`config.mk`:
```
export PLATFORM = sky130hd
export DESIGN_NAME = instr_prefetch_unit
export DESIGN_NICKNAME = d
export VERILOG_FILES = /design/src/rtl/prefetch_pkg.sv /design/src/rtl/prefetch_fifo.sv /design/src/rtl/instr_prefetch_unit.sv
export SDC_FILE = /design/constraint.sdc
export NUM_CORES = 1
export LEC_CHECK = 0
export CAP_MARGIN = 10
export CORE_UTILIZATION = 55
export DETAILED_ROUTE_END_ITERATION = 8
export MAX_ROUTING_LAYER = met4
export PLACE_DENSITY = 0.85
export SYNTH_ARGS = -nofsm -noshare
export SYNTH_HDL_FRONTEND = slang
export SYNTH_SLANG_ARGS = --single-unit
```
`constraint.sdc`:
```
create_clock -name clk -period 7.3 [get_ports clk]
set_clock_uncertainty 0.2 [all_clocks]
set_input_delay 0.73 -clock clk [delete_from_list [all_inputs] [get_ports clk]]
set_output_delay 0.73 -clock clk [all_outputs]
set_load 0.02 [all_outputs]
```
`src/rtl/prefetch_pkg.sv`:
```
// Shared types for the instruction prefetch unit: FSM state and FIFO entry.
// No logic, no latency.
// No flow control of its own.
package prefetch_pkg;

    // Field widths of a FIFO entry; the top-level ADDR_WIDTH/DATA_WIDTH must match.
    localparam int PF_ADDR_WIDTH = 8;
    localparam int PF_DATA_WIDTH = 32;

    typedef enum logic [1:0] {
        IDLE       = 2'd0,
        REQ        = 2'd1,
        WAIT_RV    = 2'd2,
        WAIT_ABORT = 2'd3
    } prefetch_state_e;

    typedef struct packed {
        logic [PF_DATA_WIDTH-1:0] rdata;
        logic [PF_ADDR_WIDTH-1:0] addr;
    } fetch_entry_t;

endpackage

```
`src/rtl/prefetch_fifo.sv`:
```
// Small circular FIFO holding fetched instructions, head read straight from registers.
// Latency: a push at edge N is visible at the head in cycle N+1.
// Backpressure: no internal refusal; the producer reserves a slot before pushing, flush wins over push.
module prefetch_fifo #(
    parameter int  DEPTH   = 2,
    parameter type entry_t = logic [7:0]
) (
    input  logic                       clk,
    input  logic                       rst,
    input  logic                       i_push,
    input  entry_t                     i_push_dat,
    input  logic                       i_pop,
    input  logic                       i_flush,
    output logic [$clog2(DEPTH+1)-1:0] o_count,
    output logic                       o_head_vld,
    output entry_t                     o_head_dat
);

    localparam int PTR_W = $clog2(DEPTH);
    localparam int CNT_W = $clog2(DEPTH+1);

    entry_t             r_mem [DEPTH];
    logic [PTR_W-1:0]   r_wr_ptr;
    logic [PTR_W-1:0]   r_rd_ptr;
    logic [CNT_W-1:0]   r_count;
    logic               w_pop;

    // A pop on an empty FIFO is ignored so the count can never underflow.
    assign w_pop = i_pop && (r_count != '0);

    // Entry storage: cleared on reset so the head outputs read zero.
    always_ff @(posedge clk) begin
        if (rst) begin
            for (int i = 0; i < DEPTH; i++) begin
                r_mem[i] <= '0;
            end
        end else if (i_push && !i_flush) begin
            r_mem[r_wr_ptr] <= i_push_dat;
        end
    end

    // Pointers and occupancy; pointers wrap naturally because DEPTH is a power of two.
    always_ff @(posedge clk) begin
        if (rst || i_flush) begin
            r_wr_ptr <= '0;
            r_rd_ptr <= '0;
            r_count  <= '0;
        end else begin
            if (i_push) begin
                r_wr_ptr <= r_wr_ptr + 1'b1;
            end
            if (w_pop) begin
                r_rd_ptr <= r_rd_ptr + 1'b1;
            end
            case ({i_push, w_pop})
                2'b10:   r_count <= r_count + 1'b1;
                2'b01:   r_count <= r_count - 1'b1;
                default: r_count <= r_count;
            endcase
        end
    end

    assign o_count    = r_count;
    assign o_head_vld = (r_count != '0);
    assign o_head_dat = r_mem[r_rd_ptr];

endmodule

```
`src/rtl/instr_prefetch_unit.sv`:
```
// Sequential instruction fetcher: one memory transaction at a time into a small FIFO, redirectable by branches.
// Latency: rvalid at edge N gives instr_valid_o in cycle N+1; a request starts the cycle after IDLE sees a free slot.
// Backpressure: a request only starts when count + outstanding < DEPTH, so a stalled decode stops fetching.
module instr_prefetch_unit
    import prefetch_pkg::*;
#(
    parameter int ADDR_WIDTH = PF_ADDR_WIDTH,
    parameter int DATA_WIDTH = PF_DATA_WIDTH,
    parameter int DEPTH      = 2
) (
    input  logic                  clk,
    input  logic                  rst,
    input  logic [ADDR_WIDTH-1:0] boot_addr_i,
    input  logic                  branch_i,
    input  logic [ADDR_WIDTH-1:0] branch_addr_i,
    output logic                  instr_valid_o,
    input  logic                  instr_ready_i,
    output logic [DATA_WIDTH-1:0] instr_rdata_o,
    output logic [ADDR_WIDTH-1:0] instr_addr_o,
    output logic                  busy_o,
    output logic                  mem_req_o,
    output logic [ADDR_WIDTH-1:0] mem_addr_o,
    input  logic                  mem_gnt_i,
    input  logic                  mem_rvalid_i,
    input  logic [DATA_WIDTH-1:0] mem_rdata_i
);

    localparam int                    STEP     = DATA_WIDTH / 8;
    localparam int                    CNT_W    = $clog2(DEPTH+1);
    localparam logic [ADDR_WIDTH-1:0] LOW_MASK = ADDR_WIDTH'(STEP - 1);
    localparam logic [ADDR_WIDTH-1:0] STEP_A   = ADDR_WIDTH'(STEP);
    localparam logic [CNT_W-1:0]      DEPTH_C  = CNT_W'(DEPTH);

    prefetch_state_e       r_state;
    logic [ADDR_WIDTH-1:0] r_fetch_addr;
    logic [ADDR_WIDTH-1:0] r_pend_addr;
    logic                  r_pend_vld;
    logic                  r_mem_req;
    logic [ADDR_WIDTH-1:0] r_mem_addr;

    logic [CNT_W-1:0]      w_count;
    logic                  w_head_vld;
    logic                  w_push;
    logic                  w_pop;
    logic                  w_slot_free;
    logic [ADDR_WIDTH-1:0] w_branch_tgt;
    logic [ADDR_WIDTH-1:0] w_pend_tgt;
    fetch_entry_t          w_push_dat;
    fetch_entry_t          w_head_dat;

    assign w_branch_tgt = branch_addr_i & ~LOW_MASK;
    // The newest redirect wins: a branch this cycle overrides an older pending target.
    assign w_pend_tgt   = branch_i ? w_branch_tgt : r_pend_addr;
    // Only checked in IDLE, where nothing is outstanding.
    assign w_slot_free  = (w_count < DEPTH_C);
    // A response arriving together with a branch is stale and is dropped.
    assign w_push       = (r_state == WAIT_RV) && mem_rvalid_i && !branch_i;
    assign w_pop        = w_head_vld && instr_ready_i;
    assign w_push_dat   = '{rdata: mem_rdata_i, addr: r_fetch_addr};

    prefetch_fifo #(
        .DEPTH   (DEPTH),
        .entry_t (fetch_entry_t)
    ) u_fifo (
        .clk        (clk),
        .rst        (rst),
        .i_push     (w_push),
        .i_push_dat (w_push_dat),
        .i_pop      (w_pop),
        .i_flush    (branch_i),
        .o_count    (w_count),
        .o_head_vld (w_head_vld),
        .o_head_dat (w_head_dat)
    );

    // Fetch FSM: address generation, memory handshake and branch redirect bookkeeping.
    always_ff @(posedge clk) begin
        if (rst) begin
            r_state      <= IDLE;
            r_fetch_addr <= boot_addr_i & ~LOW_MASK;
            r_pend_addr  <= '0;
            r_pend_vld   <= 1'b0;
            r_mem_req    <= 1'b0;
            r_mem_addr   <= '0;
        end else begin
            case (r_state)
                IDLE: begin
                    if (branch_i) begin
                        r_fetch_addr <= w_branch_tgt;
                    end else if (w_slot_free) begin
                        r_state    <= REQ;
                        r_mem_req  <= 1'b1;
                        r_mem_addr <= r_fetch_addr;
                    end
                end
                REQ: begin
                    // The request stays up until granted, even across a redirect.
                    if (branch_i) begin
                        r_pend_vld  <= 1'b1;
                        r_pend_addr <= w_branch_tgt;
                    end
                    if (mem_gnt_i) begin
                        r_mem_req <= 1'b0;
                        r_state   <= (branch_i || r_pend_vld) ? WAIT_ABORT : WAIT_RV;
                    end
                end
                WAIT_RV: begin
                    if (mem_rvalid_i) begin
                        r_state      <= IDLE;
                        r_fetch_addr <= branch_i ? w_branch_tgt : r_fetch_addr + STEP_A;
                    end else if (branch_i) begin
                        r_state     <= WAIT_ABORT;
                        r_pend_vld  <= 1'b1;
                        r_pend_addr <= w_branch_tgt;
                    end
                end
                WAIT_ABORT: begin
                    if (mem_rvalid_i) begin
                        r_state      <= IDLE;
                        r_fetch_addr <= w_pend_tgt;
                        r_pend_vld   <= 1'b0;
                    end else if (branch_i) begin
                        r_pend_addr <= w_branch_tgt;
                    end
                end
                default: begin
                    r_state <= IDLE;
                end
            endcase
        end
    end

    assign mem_req_o     = r_mem_req;
    assign mem_addr_o    = r_mem_addr;
    assign instr_valid_o = w_head_vld;
    assign instr_rdata_o = w_head_dat.rdata;
    assign instr_addr_o  = w_head_dat.addr;
    assign busy_o        = (r_state != IDLE) || (w_count != '0);

endmodule

```
==> Word level (Yosys, flattened, before mapping) <==
Memory sizes are Yosys's and may differ from the RTL's. A register that Yosys moved wholly into a read port is not among the register bits.
Index checks and enable logic that the tools add are counted.
{ "classes": {"n_addsub": 5, "n_lt_le_gt_ge": 1, "n_eq_ne": 17, "mux": 36, "n_bitwise": 1, "reduce_logical": 27} }
{ "ops": {"columns": ["cell", "n"], "rows": [
  ["$mux 8", 7],
  ["$mux 40", 1],
  ["$reduce_or 40->1", 1],
  ["$pmux 8 s3", 1],
  ["$mux 1", 16],
  ["$ne 2x2->1 const B", 8],
  ["$pmux 8 s2", 1],
  ["$mux 2", 6],
  ["$ne 3x3->1 const B", 4],
  ["$reduce_and 4->1", 3],
  ["$reduce_bool 2->1", 5],
  ["$add 8x3->8 const B", 1],
  ["$pmux 2 s4", 1],
  ["$eq 2x2->1 const B", 3],
  ["$reduce_and 3->1", 2],
  ["$reduce_bool 3->1", 2],
  ["$logic_and 1x1->1", 5],
  ["$reduce_and 5->1", 1],
  ["$eq 2x1->1 const B", 2],
  ["$pmux 2 s2", 1],
  ["$reduce_bool 4->1", 1],
  ["$logic_or 1x1->1", 3],
  ["$pmux 1 s3", 1],
  ["$add 1x1->1 const B", 2],
  ["9 further kinds", 9]
]} }
{ "word_totals": {"regBits": 32, "mem_bits_rw": 80, "in_bits": 54, "out_inout_bits": 51, "wordCells": 98, "n_memories": 1} }
{ "memory_table": {"columns": ["name", "words", "width", "read_ports", "rd_ports_with_merged_regs", "wr", "line_no", "text"], "rows": [
  ["u_fifo.r_mem", 2, 40, 1, 1, 2, "prefetch_fifo.sv:22", "entry_t r_mem [DEPTH];"]
]} }

==> Depth between registers and ports, before layout <==
{ "logic_depth": {"ltp_word": 9, "depth_mapped": 8, "mapped_depth_nobuf": 8} }

==> By module <==
Synthesis repeated with hierarchy kept, for this count alone.
{ "unflattened": {"cells_unflattened": 406, "area_unflattened_um2": 5188.7} }
{ "modules_own_cells": {"columns": ["module", "n_inst", "cells_per_inst", "area_each_um2", "seq_area_each_um2"], "rows": [
  ["prefetch_fifo", 1, 246, 3684.8, 2502.4],
  ["instr_prefetch_unit", 1, 160, 1503.9, 620.6]
]} }

==> Worst setup path before layout <==
Ideal clock, no wire load.
{ "synth_path": {"path_kind": "input-to-reg", "start": "input port branch_i", "end": "memory u_fifo.r_mem[0][0] (netlist name) (enable)", "t_arrival_ns": 2.956, "required_ns": 6.654, "setup_slack_ns": 3.698, "path_stages": 3, "n_path_buf": 2, "path_cell_list": "buf_2 > buf_2 > o21bai_1"} }
{ "synth_lines": {"columns": ["item", "line_no", "text"], "rows": [
  ["start: declaration", "instr_prefetch_unit.sv:14", "input logic branch_i,"],
  ["end: declaration", "prefetch_fifo.sv:22", null]
]} }

==> flow_summary.ini <==
[outcome]
status = finished with violations
failed_checks = design-rule violations

[synthesis]
synth.distinct_cells = 40
synth_nets = 458
ys_warn_count = 0
synth-compound-area-share_pct = 5.67
synthSimpleGateAreaFrac_pct = 16.5
synth-main-ff-cell = edfxtp_1
muxShareOfSynthArea_pct = 11.6
yosys.area_share.xor_xnor_pct = 1.03
synthAdderAreaFrac_pct = 1.72
synthArstFlopShare_pct = 0
synth_top_family_by_area = simple AND/OR/NAND/NOR gates
netlist_area_um2 = 5100
synth_edf_count = 86
syn_avg_cell_area_um2 = 12.8
synth.yosys.seq_area_share_pct = 61.3
syn_inst = 397
ys_ff_latch = 113

[worst_setup_path]
cp-start-kind = input port
path_max_fanout = 41
path_class = in2reg
worst-r2r-cell-count = 6
reg2reg_to = u_fifo.r_mem[1][21]
r2r_setup_slack_ps = 4060
r2r-start = r_state[0]
cp-end-kind = flip-flop
crit_arrival_ps = 3430
cp_data_required_time_ps = 7220

[drt]
drt_wl_total_mm = 10.4
drt-pass1-iter-count = 9
drtAntennaViolNets = 0
routedWlPerCell_um = 16.7
drc = 7
drtIter0Drc = 166
routed-via-count = 3348
vias_per_cell = 5.40

[worst_hold_path]
holdPathEnd = u_fifo.r_wr_ptr
whs_path_depth = 2
min_from = u_fifo.r_wr_ptr
hold_path.class = reg2reg

[finish]
num-nets-final = 560
fin_cells = 620
drive_gt1_share_pct = 16.4
syn_to_final_growth_pct = 33.4
stdcell_area_um2 = 6800
fin_util_pct = 76.9
diodes = 0

[global_route]
grt_use_met1_pct = 26.4
grt_use_total_pct = 23.3
grt_pass1_vias = 3361
grt_antenna_before_repair = 0
grt-ovfl-total = 0
met3_usage_pct = 6.73
met2_usage_pct = 39.2
grt_pass1_wl_mm = 16.6
top_usage_layer = met2
grt_max_degree = 42

[floorplanning]
die_w_um = 98.3
coreArea_um2 = 8850
io_pins = 105
fp-row-count = 34
start_util_pct = 57.6
fp.dieArea_um2 = 9660
die_y_um = 98.3

[clocking]
worst_skew_pair.late_latency_ps = 500
cts_setup_buffers = 0
cts_sinks = 113
clockBufferDepth = 2
cts_tree = done
cts_resized = 0
ctsHoldBuffers = 0
clk_pin_slew_worst_paths_ps = 50
numCtsBuffers = 17
cts_max_level = 4
cts.root.buffer_cell = clkbuf_8

[power]
leakage_nw = 2.59
sequentialPowerShare_pct = 40.4
internal-power_w = 0.00147
p_comb_share_pct = 17.4
power_density_nw_per_um2 = 289
clkPwrFrac_pct = 42.3
p_sw_w = 0.000498
peakVddDrop_v = 0.000194
switching_share_pct = 25.4

[place]
portBuffers = 100
place.gp.congestion = 0.874
place_hpwl_mm = 6.57
pre_cts_ws_ps = 3280
placed_area_um2 = 6200
numPlacedInstances = 588

[timing]
rsz0062_at_grt = no
period_share_pct = 48.2
worst_pin_slew_ps = 1020
hold_viol = 0
finalSetupTns_ps = 0
maxSlewViolCount = 0
slew_headroom_pct = 32.0
fmax_mhz = 284
post-route-min-period_ps = 3520
setup_viol = 0
setup_ws_ps = 3780

[run]
max_cap_violations = 0
-- layout by cell type, fill, tap and decap left out, drive strengths merged, types with 5 or more instances in the layout --
cell type / netlist / final
xnor2: 5 / 5
nor2: 25 / 25
o21ai: 12 / 12
and2: 83 / 83
dfxtp: 27 / 27
mux2i: 14 / 14
clkinv: 0 / 6
clkdlybuf4s50: 0 / 100
nand2: 12 / 12
ha: 7 / 7
a21oi: 11 / 11
clkbuf: 14 / 18
nor2b: 6 / 6
mux2: 40 / 40
nand2b: 6 / 6
inv: 7 / 7
edfxtp: 86 / 86
-- layout make-up --
| class | instances | area (um^2) |
|---|---|---|
| clock inverters | 14 | 190 |
| clock buffers | 18 | 418 |
| multi-input cells | 256 | 1880 |
| fillers | 558 | 2040 |
| inverters | 7 | 26.3 |
| well taps | 108 | 135 |
| repair buffers | 104 | 1030 |
| flip-flops and latches | 113 | 3120 |
-- worst max path at each step --
stage | end | cells after the start | start | slack [ps]
final | u_fifo.r_mem[1][21] | 5 | branch_i | 3780
after global placement | u_fifo.r_mem[1][25] | 5 | branch_i | 3330
after CTS | u_fifo.r_mem[1][15] | 5 | branch_i | 3790
after detailed placement | u_fifo.r_mem[1][25] | 5 | branch_i | 3280
after global routing | u_fifo.r_mem[1][21] | 5 | branch_i | 3610
after floorplan | u_fifo.r_mem[0][0] | 3 | branch_i | 3700
-- worst max-delay path, stage by stage --
cell             delay [ps]
clkdlybuf4s50_1         800
or2_1                   520
nor3_4                  140
buf_4                   350
or2_2                   860
-- flip-flops by register name (all words and copies together) (netlist names), named ones only --
signal and count:
r_state 2, u_fifo.r_mem 80, mem_req_o 1, u_fifo.o_count 2
u_fifo.r_rd_ptr 1, u_fifo.r_wr_ptr 1, mem_addr_o 8, r_pend_addr 8
r_fetch_addr 8, r_pend_vld 1
-- power groups by stage --
stage	sequential (W)	clock [W]	combinational, W
after global routing	0.000799	0.000874	0.000370
after detailed placement	0.000804	0	0.000338
after CTS	0.000793	0.000840	0.000342
final	0.000793	0.000831	0.000341
after global placement	0.000800	0	0.000329
after floorplan	0.000805	0	0.000204
-- synth_stat cells (all sizes together), types with 2 or more instances --
cell | n | area, um^2
edfxtp | 86 | 2580
and2 | 83 | 519
mux2 | 40 | 450
dfxtp | 27 | 541
nor2 | 25 | 101
clkbuf | 14 | 52.6
mux2i | 14 | 140
nand2 | 12 | 45.0
o21ai | 12 | 60.1
a21oi | 11 | 55.1
buf | 7 | 37.5
ha | 7 | 87.6
inv | 7 | 26.3
nand2b | 6 | 37.5
nor2b | 6 | 37.5
xnor2 | 5 | 43.8
a221oi | 4 | 35.0
a211oi | 3 | 22.5
a22oi | 3 | 22.5
nand3 | 3 | 15.0
o211ai | 3 | 27.5
o21bai | 3 | 22.5
or2 | 3 | 18.8
and3b | 2 | 17.5
nor3 | 2 | 15.0
-- cell families (layout without fill, tap and decap cells) --
group | count (synthesis) | after routing
AO/OA/AOI/OAI | 43 | 43
XOR/XNOR | 6 | 6
adder cells (fa/ha/maj) | 7 | 7
buffers and inverters | 28 | 143
flip-flops | 113 | 113
multiplexers | 54 | 54
AND/OR/NAND/NOR | 146 | 146
-- per-layer routing --
metal,wire (um),part of all wire [%]
met1,4170,40
met2,5600,54
met3,483,4.7
met4,106,1.0
met5,0,0
-- per-stage QoR --
step | hold slack, ps | power [W]
2_1_floorplan | 236 | 0.00101
3_3_place_gp | 243 | 0.00113
3_5_place_dp | 272 | 0.00114
4_1_cts | 285 | 0.00198
5_1_grt | 295 | 0.00204
6_report | 285 | 0.00196
Power figures use the tool's default switching activity.
